--- src/rtl/uart_rx_packet.sv ---
// UART packet receiver: 8-bit frames with parity, assembled into NUM_BYTES packets.
// Bytes gather in a staging register so packet_data only changes on packet_valid.
module uart_rx_packet #(
  parameter int CLKS_PER_BIT = 434,
  parameter int PARITY_TYPE  = 0,
  parameter int NUM_BYTES    = 14,
  parameter int GAP_TIMEOUT  = 50000
) (
  input  logic                   clk_50M,
  input  logic                   rst_n,
  input  logic                   rx,
  output logic [8*NUM_BYTES-1:0] packet_data,
  output logic                   packet_valid,
  output logic                   byte_valid,
  output logic                   parity_err,
  output logic                   frame_err,
  output logic                   busy
);

  localparam int CW = $clog2(CLKS_PER_BIT);
  localparam int GW = $clog2(GAP_TIMEOUT + 1);
  localparam int IW = $clog2(NUM_BYTES);
  localparam int PW = 8 * NUM_BYTES;

  localparam logic [CW-1:0] HALF    = CW'(CLKS_PER_BIT / 2 - 1);
  localparam logic [CW-1:0] FULL    = CW'(CLKS_PER_BIT - 1);
  localparam logic [IW-1:0] LAST    = IW'(NUM_BYTES - 1);
  localparam logic [GW-1:0] GAP_END = GW'(GAP_TIMEOUT - 1);
  localparam logic          PT      = 1'(PARITY_TYPE);

  typedef enum logic [2:0] {
    IDLE,
    START,
    DATA,
    PARITY,
    STOP
  } state_t;

  state_t state, state_nxt;

  logic          rx_m, rx_s;
  logic [CW-1:0] clk_cnt;
  logic [2:0]    bit_cnt;
  logic [7:0]    shift;
  logic          par_bit;
  logic [IW-1:0] idx;
  logic [GW-1:0] gap_cnt;
  logic [PW-1:0] stage;
  logic [PW-1:0] stage_nxt;
  logic          wait_hi;

  logic cnt_clr;
  logic start_det;
  logic smp_data;
  logic smp_par;
  logic smp_stop;
  logic par_ok;
  logic gap_hit;

  always_comb begin
    state_nxt = state;
    cnt_clr   = 1'b0;
    start_det = 1'b0;
    smp_data  = 1'b0;
    smp_par   = 1'b0;
    smp_stop  = 1'b0;
    unique case (state)
      IDLE: begin
        cnt_clr = 1'b1;
        if (!rx_s && !wait_hi) begin
          state_nxt = START;
          start_det = 1'b1;
        end
      end
      START: begin
        if (clk_cnt == HALF) begin
          cnt_clr   = 1'b1;
          state_nxt = rx_s ? IDLE : DATA;
        end
      end
      DATA: begin
        if (clk_cnt == FULL) begin
          cnt_clr  = 1'b1;
          smp_data = 1'b1;
          if (bit_cnt == 3'd7) state_nxt = PARITY;
        end
      end
      PARITY: begin
        if (clk_cnt == FULL) begin
          cnt_clr   = 1'b1;
          smp_par   = 1'b1;
          state_nxt = STOP;
        end
      end
      STOP: begin
        if (clk_cnt == FULL) begin
          cnt_clr   = 1'b1;
          smp_stop  = 1'b1;
          state_nxt = IDLE;
        end
      end
      default: state_nxt = IDLE;
    endcase
  end

  always_comb begin
    stage_nxt = stage;
    stage_nxt[int'(idx)*8 +: 8] = shift;
  end

  assign par_ok  = (par_bit == (^shift ^ PT));
  assign gap_hit = (state == IDLE) && !start_det &&
                   (idx != '0) && (gap_cnt == GAP_END);
  assign busy    = (idx != '0) || (state != IDLE);

  always_ff @(posedge clk_50M) begin
    if (!rst_n) state <= IDLE;
    else        state <= state_nxt;
  end

  always_ff @(posedge clk_50M) begin
    if (!rst_n) begin
      rx_m         <= 1'b1;
      rx_s         <= 1'b1;
      clk_cnt      <= '0;
      bit_cnt      <= '0;
      shift        <= '0;
      par_bit      <= 1'b0;
      idx          <= '0;
      gap_cnt      <= '0;
      stage        <= '0;
      wait_hi      <= 1'b0;
      packet_data  <= '0;
      packet_valid <= 1'b0;
      byte_valid   <= 1'b0;
      parity_err   <= 1'b0;
      frame_err    <= 1'b0;
    end else begin
      rx_m         <= rx;
      rx_s         <= rx_m;
      packet_valid <= 1'b0;
      byte_valid   <= 1'b0;
      parity_err   <= 1'b0;
      frame_err    <= 1'b0;

      clk_cnt <= cnt_clr ? '0 : clk_cnt + 1'b1;

      if (start_det) bit_cnt <= '0;
      if (smp_data) begin
        shift[bit_cnt] <= rx_s;
        bit_cnt        <= bit_cnt + 1'b1;
      end
      if (smp_par) par_bit <= rx_s;

      // a break keeps the line low; no new start until it idles high
      if (smp_stop && !rx_s)           wait_hi <= 1'b1;
      else if (state == IDLE && rx_s)  wait_hi <= 1'b0;

      if (start_det || idx == '0 || gap_hit) gap_cnt <= '0;
      else if (state == IDLE)                gap_cnt <= gap_cnt + 1'b1;

      if (smp_stop) begin
        if (!rx_s) begin
          frame_err <= 1'b1;
          idx       <= '0;
        end else if (!par_ok) begin
          parity_err <= 1'b1;
          idx        <= '0;
        end else begin
          byte_valid <= 1'b1;
          stage      <= stage_nxt;
          if (idx == LAST) begin
            packet_data  <= stage_nxt;
            packet_valid <= 1'b1;
            idx          <= '0;
          end else begin
            idx <= idx + 1'b1;
          end
        end
      end else if (gap_hit) begin
        frame_err <= 1'b1;
        idx       <= '0;
      end
    end
  end

endmodule

--- config.mk ---
export PLATFORM = sky130hd
export DESIGN_NAME = uart_rx_packet
export DESIGN_NICKNAME = d
export VERILOG_FILES = /design/src/rtl/uart_rx_packet.sv
export SDC_FILE = /design/constraint.sdc
export NUM_CORES = 1
export LEC_CHECK = 0
export CAP_MARGIN = 0
export CORE_MARGIN = 3
export CORE_UTILIZATION = 50
export DETAILED_ROUTE_END_ITERATION = 6
export MAX_ROUTING_LAYER = met4
export PLACE_DENSITY = 0.69
export SLEW_MARGIN = 20
export SYNTH_ARGS = -nofsm -noshare
export SYNTH_HDL_FRONTEND = slang
export SYNTH_SLANG_ARGS = --single-unit
--- constraint.sdc ---
create_clock -name clk_50M -period 3.7 [get_ports clk_50M]
set_clock_uncertainty 0.2 [all_clocks]
set_input_delay 0.555 -clock clk_50M [delete_from_list [all_inputs] [get_ports clk_50M]]
set_output_delay 0.555 -clock clk_50M [all_outputs]
set_load 0.01 [all_outputs]
==> impl_metrics.csv <==
group,metric,value,unit
global_route,grt_overflow,0,
routing,first_pass_iters,5,
logic_synthesis,synth_most_common_cell,"dfxtp_1",
floorplanning,dieArea,26600,µm²
logic_synthesis,yosysTopAreaCellShare,0.4462,
critical_path,rrSetupSlack,530,ps
critical_path,r2r_start,"idx[0]$_SDFFE_PN0P_",
sta,setup_viol,0,
sta,finalHoldViolCount,0,
floorplanning,core-area,23890,µm²
critical_path,cp-end-kind,"primary output",
logic_synthesis,synth_edf_count,0,
logic_synthesis,async_flop_share,0,
placement,pre_cts_ws,571.3,ps
global_route,first_global_vias,9409,
sta,rsz0062_at_grt,"no",
floorplanning,die_w,163.1,µm
logic_synthesis,yosys-top-cells-area,"dfxtp_1, mux2i_1, a211oi_1, a31oi_1, nand2_1",
global_route,grt_max_degree,118,
routing,avgRoutedWirePerCell,18.79,µm
pwr,leakagePower,5.235,nW
cts,cts_hold_buf,0,
critical_path,crit_required,2940,ps
floorplanning,die_y,163.1,µm
layout,nNetsFinal,1369,
placement,io_buffers,119,
logic_synthesis,yosysSeqAreaShare,0.4462,
flow_run,cap_viol_max_count,0,
logic_synthesis,synth_seq_cells,275,
sta,fmax,0.2987,GHz
placement,gp_congestion,0.8268,
critical_path,endpoint,"busy",
layout,num_antenna_cells,0,
critical_path,path_class,"reg -> out",
logic_synthesis,yosysTopAreaCell,"dfxtp_1",
critical_path,cp-start-kind,"flop",
routing,num_vias,9830,
logic_synthesis,ys_warn_count,0,
cts,cts.sinks,275,
cts,numCtsBuffers,29,
sta,maxSlewViolCount,0,
pwr,vdd_ir_drop_max,0.3175,mV
cts,cts_max_path_buffers,3,
placement,dp_hpwl,20350,µm
layout,drive_gt1_frac,0.06691,
cts,clk_latency,550,ps
cts,cts_setup_buffers,0,
layout,area_growth,18.80,%
logic_synthesis,yosys_most_used_dff,"dfxtp_1",
critical_path,cp-startpoint,"idx[0]$_SDFFE_PN0P_",
floorplanning,ios,120,
sta,period_share,0.9048,
critical_path,worst_r2r_endpoint,"stage[5]$_SDFFE_PN0P_",
routing,viasPerCell,5.803,
worst_hold_path,hp-class,"in -> reg",
pwr,cellPowerDensity,409.1,nW/µm²
cts,root_buffer,"clkbuf_16",
outcome,outcome,"finished, final reports clean",
routing,route.detailed.drc,0,
logic_synthesis,synth_area_per_cell,9.512,µm²
sta,period_needed,3348,ps
cts,clkSlewWorstSetupHoldPaths,60,ps
logic_synthesis,synth.top_cells.by_count,"dfxtp_1, mux2i_1, nand2_1, a211oi_1, a31oi_1",
layout,design_area,14660,µm²
floorplanning,num_rows,56,
routing,drt_iter0_markers,1004,
routing,ant_nets,0,
routing,drt-total-wl,31830,µm
logic_synthesis,synth_cell_types,47,
logic_synthesis,syn_inst,1297,
critical_path,crit_arrival,2590,ps
global_route,grt_pass1_wl,51100,µm
placement,dpl_cell_area,13680,µm²
logic_synthesis,syn_area,12340,µm²
logic_synthesis,synthesis.nets,1312,
global_route,grt_usage,0.2397,
sta,fin_ws,352.2,ps
cts,cts_tree,"yes",
critical_path,reg2reg_depth,6,
global_route,antenna_found_initial,0,
sta,fin_tns_setup,0,ps
cts,htreeDepth,1,
floorplanning,initial_utilization,0.5163,
sta,slew_headroom,0.2794,
pwr,finalPower,0.005996,W
sta,tightest_slew,1081,ps
cts,cts_resized,0,
critical_path,path_max_fanout,18,
-- routing by layer --
layer,up-vias,wire [µm],track usage
li1,4815,-,-
met2,246,14900,0.3774
met4,0,616,0.05921
met5,-,0,-
met1,4720,14940,0.3313
met3,49,1369,0.02917
-- where the power goes --
group          switching [W]  internal (W)  leakage [nW]
clock                0.00118       0.00177         0.485
combinational      0.0000628     0.0000162          2.54
sequential        0.00000317       0.00296          2.21
total                0.00124       0.00475          5.24
-- kinds of logic after synthesis --
kind of cell             after synthesis  share of synthesized area
flip-flops                           275                     0.4462
buffers and inverters                131                    0.04655
AND/OR/NAND/NOR                      368                     0.1432
multiplexers                         234                     0.1900
AO/OA/AOI/OAI                        248                     0.1374
XOR/XNOR                              29                    0.02444
adder cells (fa/ha/maj)               12                    0.01217
-- through the flow --
step                      hold slack (ps)  instances  utilization
after floorplan                     186.3       1297            -
after global placement              197.2       1642       0.5725
after detailed placement            200.3       1642       0.5725
after CTS                           142.3       1694       0.6134
after global routing                172.9       1694       0.6134
final                               159.7       1694       0.6134
-- worst min-delay path by stage --
stage | startpoint | depth (start not counted) | slack [ps] | to
floorplan | rx_m$_SDFF_PN1_ | 1 | 190 | rx_s$_SDFF_PN1_
CTS | rst_n | 3 | 140 | stage[0]$_SDFFE_PN0P_
detailed placement | rx_m$_SDFF_PN1_ | 1 | 200 | rx_s$_SDFF_PN1_
finish | rst_n | 3 | 160 | stage[2]$_SDFFE_PN0P_
global route | rst_n | 3 | 170 | stage[2]$_SDFFE_PN0P_
global placement | rx_m$_SDFF_PN1_ | 1 | 200 | rx_s$_SDFF_PN1_
-- cells in the final DEF (no fill, tap or decap), types with 3 or more instances in the layout --
master           synthesis  routed
nor3b_1                  8       8
xnor2_1                 16      16
nand2_1                174     174
a21oi_1                  9       9
nor2b_1                  9       9
nor2_1                  49      48
clkbuf_8                 0      10
inv_1                    9       9
a211oi_1               114     112
and2_1                  13      13
clkdlybuf4s50_1          0     118
and3_1                  39      37
mux2i_1                233     233
nand2_2                  5       5
clkinv_2                 0       3
nor4b_1                  4       4
nand4_1                  7       7
o21ai_0                  3       3
nor4_1                   7       7
nand3_1                 21      21
nand3b_1                 3       3
dfxtp_1                275     275
clkbuf_16                0      29
buf_12                   0       4
nor3_1                  12      12
clkbuf_1                77       6
o211ai_1                 3       3
buf_4                   12      25
a31oi_1                114     114
xor2_1                  10      10
ha_1                    12      12
nand2b_1                 4       4
-- state kept, by name, indices dropped and copies added (netlist names), 3 cells and up --
name         count
shift            8
idx              4
packet_data    112
state            3
bit_cnt          3
gap_cnt         16
clk_cnt          9
stage          112
-- worst max-delay path, stage by stage, from the launching register on --
cell	delay [ps]
dfxtp_1	620
inv_1	170
ha_1	340
nor3b_1	200
nand2_1	140
clkdlybuf4s50_1	570
-- layout make-up --
cell class / instances / area, µm²
multi-input cells: 891 / 6285
clock inverters: 7 / 92.59
well taps: 319 / 399.1
flip-flops and latches: 275 / 5505
clock buffers: 45 / 885.9
fillers: 2045 / 9236
inverters: 10 / 40.04
repair buffers: 147 / 1449
Power figures use the tool's default switching activity.
